==> config.mk <==
export PLATFORM = sky130hd
export DESIGN_NAME = cacheline_adaptor
export DESIGN_NICKNAME = d
export VERILOG_FILES = /design/src/rtl/cacheline_adaptor.sv
export SDC_FILE = /design/constraint.sdc
export NUM_CORES = 2
export LEC_CHECK = 0
export ABC_AREA = 0
export CORE_MARGIN = 2
export CORE_UTILIZATION = 30
export DETAILED_ROUTE_END_ITERATION = 10
export GPL_ROUTABILITY_DRIVEN = 0
export SYNTH_ARGS = -nofsm -noshare
export SYNTH_HDL_FRONTEND = slang
export SYNTH_SLANG_ARGS = --single-unit
==> constraint.sdc <==
create_clock -name clk -period 5.8 [get_ports clk]
set_input_delay 1.16 -clock clk [delete_from_list [all_inputs] [get_ports clk]]
set_output_delay 1.16 -clock clk [all_outputs]
set_load 0.01 [all_outputs]
==> src/rtl/cacheline_adaptor.sv <==
// Cache line <-> memory burst adaptor.
// Splits 256-bit writebacks into 64-bit bursts and assembles fills.
module cacheline_adaptor #(
   parameter int S_LINE   = 256,
   parameter int S_BURST  = 64,
   parameter int S_OFFSET = 5
) (
   input  logic                clk,
   input  logic                rst,
   input  logic [S_LINE-1:0]   line_i,
   output logic [S_LINE-1:0]   line_o,
   input  logic [31:0]         address_i,
   input  logic                read_i,
   input  logic                write_i,
   output logic                resp_o,
   input  logic [S_BURST-1:0]  burst_i,
   output logic [S_BURST-1:0]  burst_o,
   output logic [31:0]         address_o,
   output logic                read_o,
   output logic                write_o,
   input  logic                resp_i
);

   localparam int NB = S_LINE / S_BURST;
   localparam int CW = (NB > 1) ? $clog2(NB) : 1;
   localparam int BW = $clog2(S_BURST);
   localparam logic [31:0] OFF_MASK = (32'h1 << S_OFFSET) - 32'h1;
   localparam logic [CW-1:0] LAST = CW'(NB - 1);

   typedef enum logic [1:0] {
      IDLE  = 2'd0,
      WRITE = 2'd1,
      READ  = 2'd2,
      DONE  = 2'd3
   } state_t;

   state_t              state_q;
   logic [CW-1:0]       count_q;
   logic [CW-1:0]       count_d;
   logic [S_LINE-1:0]   buf_q;
   logic [S_LINE-1:0]   fill_d;
   logic [S_LINE-1:0]   line_q;
   logic [S_BURST-1:0]  burst_q;
   logic [S_BURST-1:0]  next_slice_d;
   logic [31:0]         address_q;
   logic                read_q;
   logic                write_q;
   logic                resp_q;
   logic                last_d;

   // Burst index bookkeeping for the current and next slice.
   always_comb begin
      count_d = count_q + 1'b1;
      last_d = (count_q == LAST);
      next_slice_d = buf_q[{count_d, {BW{1'b0}}} +: S_BURST];
   end

   // Buffer image with the incoming read burst merged into its slot.
   always_comb begin
      fill_d = buf_q;
      fill_d[{count_q, {BW{1'b0}}} +: S_BURST] = burst_i;
   end

   // Main control FSM; all outputs are registered.
   always_ff @(posedge clk or negedge rst) begin
      if (!rst) begin
         state_q   <= IDLE;
         count_q   <= '0;
         buf_q     <= '0;
         line_q    <= '0;
         burst_q   <= '0;
         address_q <= '0;
         read_q    <= 1'b0;
         write_q   <= 1'b0;
         resp_q    <= 1'b0;
      end else begin
         unique case (state_q)
            IDLE: begin
               resp_q <= 1'b0;
               if (write_i || read_i) begin
                  address_q <= address_i & ~OFF_MASK;
                  buf_q     <= line_i;
                  burst_q   <= line_i[S_BURST-1:0];
                  count_q   <= '0;
               end
               if (write_i) begin
                  write_q <= 1'b1;
                  state_q <= WRITE;
               end else if (read_i) begin
                  read_q  <= 1'b1;
                  state_q <= READ;
               end
            end
            WRITE: begin
               if (resp_i) begin
                  if (last_d) begin
                     count_q <= '0;
                     write_q <= 1'b0;
                     resp_q  <= 1'b1;
                     state_q <= DONE;
                  end else begin
                     count_q <= count_d;
                     burst_q <= next_slice_d;
                  end
               end
            end
            READ: begin
               if (resp_i) begin
                  buf_q <= fill_d;
                  if (last_d) begin
                     count_q <= '0;
                     read_q  <= 1'b0;
                     resp_q  <= 1'b1;
                     line_q  <= fill_d;
                     state_q <= DONE;
                  end else begin
                     count_q <= count_d;
                  end
               end
            end
            DONE: begin
               resp_q  <= 1'b0;
               state_q <= IDLE;
            end
            default: begin
               state_q <= IDLE;
            end
         endcase
      end
   end

   assign line_o    = line_q;
   assign burst_o   = burst_q;
   assign address_o = address_q;
   assign read_o    = read_q;
   assign write_o   = write_q;
   assign resp_o    = resp_q;

endmodule
==> impl_metrics.tcl <==
set metrics [dict create \
    max_freq_mhz 260 \
    grt_pass1_vias 26900 \
    min_path_type "register to register" \
    cts_buffer_depth 3 \
    max_cap_violations 0 \
    routed_via_density 5.31 \
    min_period_ns 3.85 \
    r2r_slack_ns 1.95 \
    syn_to_final_growth_pct 33.9 \
    syn_inst 3144 \
    synth-compound-area-share_pct 23.9 \
    synthTopCellsByCount "610 x dfrtp_1, 331 x nand2_1, 272 x nor2_1" \
    clk_pin_slew_worst_paths_ns 0.06 \
    cp.arrival_ns 4.39 \
    rr_worst_depth 6 \
    synth_most_common_cell "dfrtp_1" \
    cts_buffers 75 \
    initial_utilization_pct 30.3 \
    worst_ep_required_time_ns 6.34 \
    ys_types 47 \
    wire_per_inst_um 24.5 \
    route.detailed.drc 0 \
    report.final.hold_viol_count 0 \
    fin_tns_setup_ns 0 \
    ant_nets 0 \
    postLayoutSetupSlackWorst_ns 1.95 \
    gr-usage-all-layers_pct 23.2 \
    overflow 0 \
    fin_skew_ns 0.0276 \
    yosysTopAreaCellShare_pct 49.5 \
    synthXorXnorAreaFrac_pct 0 \
    dp_worst_setup_slack_ns 1.73 \
    cts_max_level 3 \
    muxShareOfSynthArea_pct 7.80 \
    clock_latency_ns 0.64 \
    cts_resized 0 \
    p_leak_nw 17.7 \
    synth_top_family_by_area "compound AO/OA/AOI/OAI gates" \
    totalWireLength_um 125000 \
    synth-simple-area-share_pct 13.3 \
    first_iter_violations 2297 \
    seq_area_frac_synth_pct 49.5 \
    portBuffers 701 \
    rsz0062_at_grt "false" \
    ys_ff_latch 610 \
    synth_area_leaders "dfrtp_1 49%, nor2b_1 5.3%, a21o_1 4.9%" \
    path_max_fanout 46 \
    peakVddDrop_v 0.000508 \
    antenna_found_initial 27 \
    final.fill_count 10100 \
    tightestPinTransition_ns 1.17 \
    synth_flop_cell "dfrtp_1" \
    hold_buffers 0 \
    coreArea_mm2 0.102 \
    drive_gt1_share_pct 7.49 \
    drv_slew 0 \
    worst_r2r_endpoint "line_o[92]" \
    regArea_mm2 0.0153 \
    place_hpwl_um 81700 \
    synth-edff-count 0 \
    finalNonFillerCells 5108 \
    synth_fa_ha_area_share_pct 0.365 \
    min_to "line_o[111]" \
    syn_area_mm2 0.0309 \
    final_core_util_pct 40.6 \
    maxSlewHeadroom_pct 22.1 \
    synth_warnings 0 \
    vias 27100 \
    hp-start "line_o[111]" \
    reg2reg_from "count_q[0]" \
    multi_input_area_mm2 0.0141 \
    post_cts_buffers 0 \
    hold_depth 2 \
    fin_total_pwr_mw 25.3 \
    synth_top_area_cell "dfrtp_1" \
    io_pins 712 \
    crit_type "register to register" \
    rows 117 \
    postSynthAreaPerCell_um2 9.81 \
    grt_pass1_wl_um 185000 \
    clockRootBuffer "clkbuf_16" \
    cts.sinks 610 \
    timing.final.crit_share_pct 66.4 \
    grt_max_degree 195 \
    synthArstFlopShare_pct 100 \
    final_net_count 4034 \
    status "finished, final reports clean" \
    powerDensity_mw_per_mm2 613 \
    cts_tree "built" \
    timing.critical_path.from_type "register" \
    drt-pass1-iter-count 8 \
    cp-end-kind "register" \
    die_h_um 325 \
    die_w_um 325 \
    dieArea_mm2 0.105 \
    setup_viol 0 \
    dpl.cell_count 4959 \
]
[worst max-delay path, stage by stage (launching register included)]
cell	delay [ns]
dfrtp_4	0.78
buf_4	0.70
ha_4	0.70
and3b_1	0.27
and2_1	0.78
a21oi_1	0.27
o21ai_0	0.19
[kinds of logic after synthesis]
logic type                 count (synthesis)
and+or+nand+nor                          892
other                                      1
adders and majority gates                  9
AOI/OAI and AO/OA                       1146
muxes                                    157
DFF                                      610
buffers and inverters                    329
[metal layers]
layer  vias up  routed length (µm)  GRT usage [%]
met5         -                 114              0
met4        16                4250           9.50
met3       212                8440           4.95
met2       995               59800           37.7
met1     13600               52600           30.0
li1      12400                   -              -
[cell usage in the layout, fill, tap and decap left out, types with 4 or more instances in the layout]
cell type / instances
o21ai_1: 50
nor2_1: 272
nand3_1: 4
nor2b_1: 258
ha_4: 6
mux2i_1: 66
a32oi_1: 19
mux4_2: 64
a211oi_1: 160
diode_2: 16
buf_12: 14
a31oi_1: 161
a21oi_1: 204
o21ai_0: 215
a22oi_1: 18
clkbuf_16: 78
mux2_2: 27
clkinv_2: 9
a22o_1: 47
o31ai_1: 43
bufinv_16: 5
nand2b_1: 5
dfrtp_1: 609
buf_4: 36
conb_1: 5
a21o_1: 203
clkbuf_1: 19
a222oi_1: 16
inv_1: 20
clkdlybuf4s50_1: 700
clkbuf_8: 14
nand2_1: 331
[sequential cells by signal (all words and copies together) (netlist names)]
| register | flops |
|---|---|
| count_q | 2 |
| read_o | 1 |
| state_q | 2 |
| write_o | 1 |
| resp_o | 1 |
| line_o | 256 |
| address_o | 27 |
| burst_o | 64 |
| buf_q | 256 |
[how the worst max path moves through the flow]
stage                from           to  slack, ns
6_report       count_q[0]   line_o[92]       1.95
5_1_grt        count_q[0]   line_o[90]       1.66
4_1_cts        count_q[0]   line_o[90]       1.81
3_5_place_dp       resp_i   buf_q[248]       1.73
3_3_place_gp       resp_i   buf_q[245]       1.70
2_1_floorplan  count_q[0]  burst_o[43]       3.28
[cell type report]
cell class,count,share of cell area (%)
tap,1368,4.14
clock buffer,111,5.36
timing repair buffer,751,18.3
inverter,21,0.191
antenna,16,0.0969
clock inverter,22,0.690
multi-input combinational,2209,34.2
sequential,610,37.0
[power by group]
group	total (mW)	switching, mW	internal [mW]
Combinational	12.8	6.97	5.81
Sequential	7.69	1.42	6.27
Clock	4.85	1.98	2.87
[per-stage QoR]
stage | instance area [µm²] | hold slack [ns]
finish | 41300 | 0.474
global route | 41300 | 0.496
CTS | 41300 | 0.482
detailed placement | 38800 | 0.469
global placement | 38800 | 0.461
floorplan | 30900 | 0.459
Note: power is estimated with default switching activity, not from simulation.
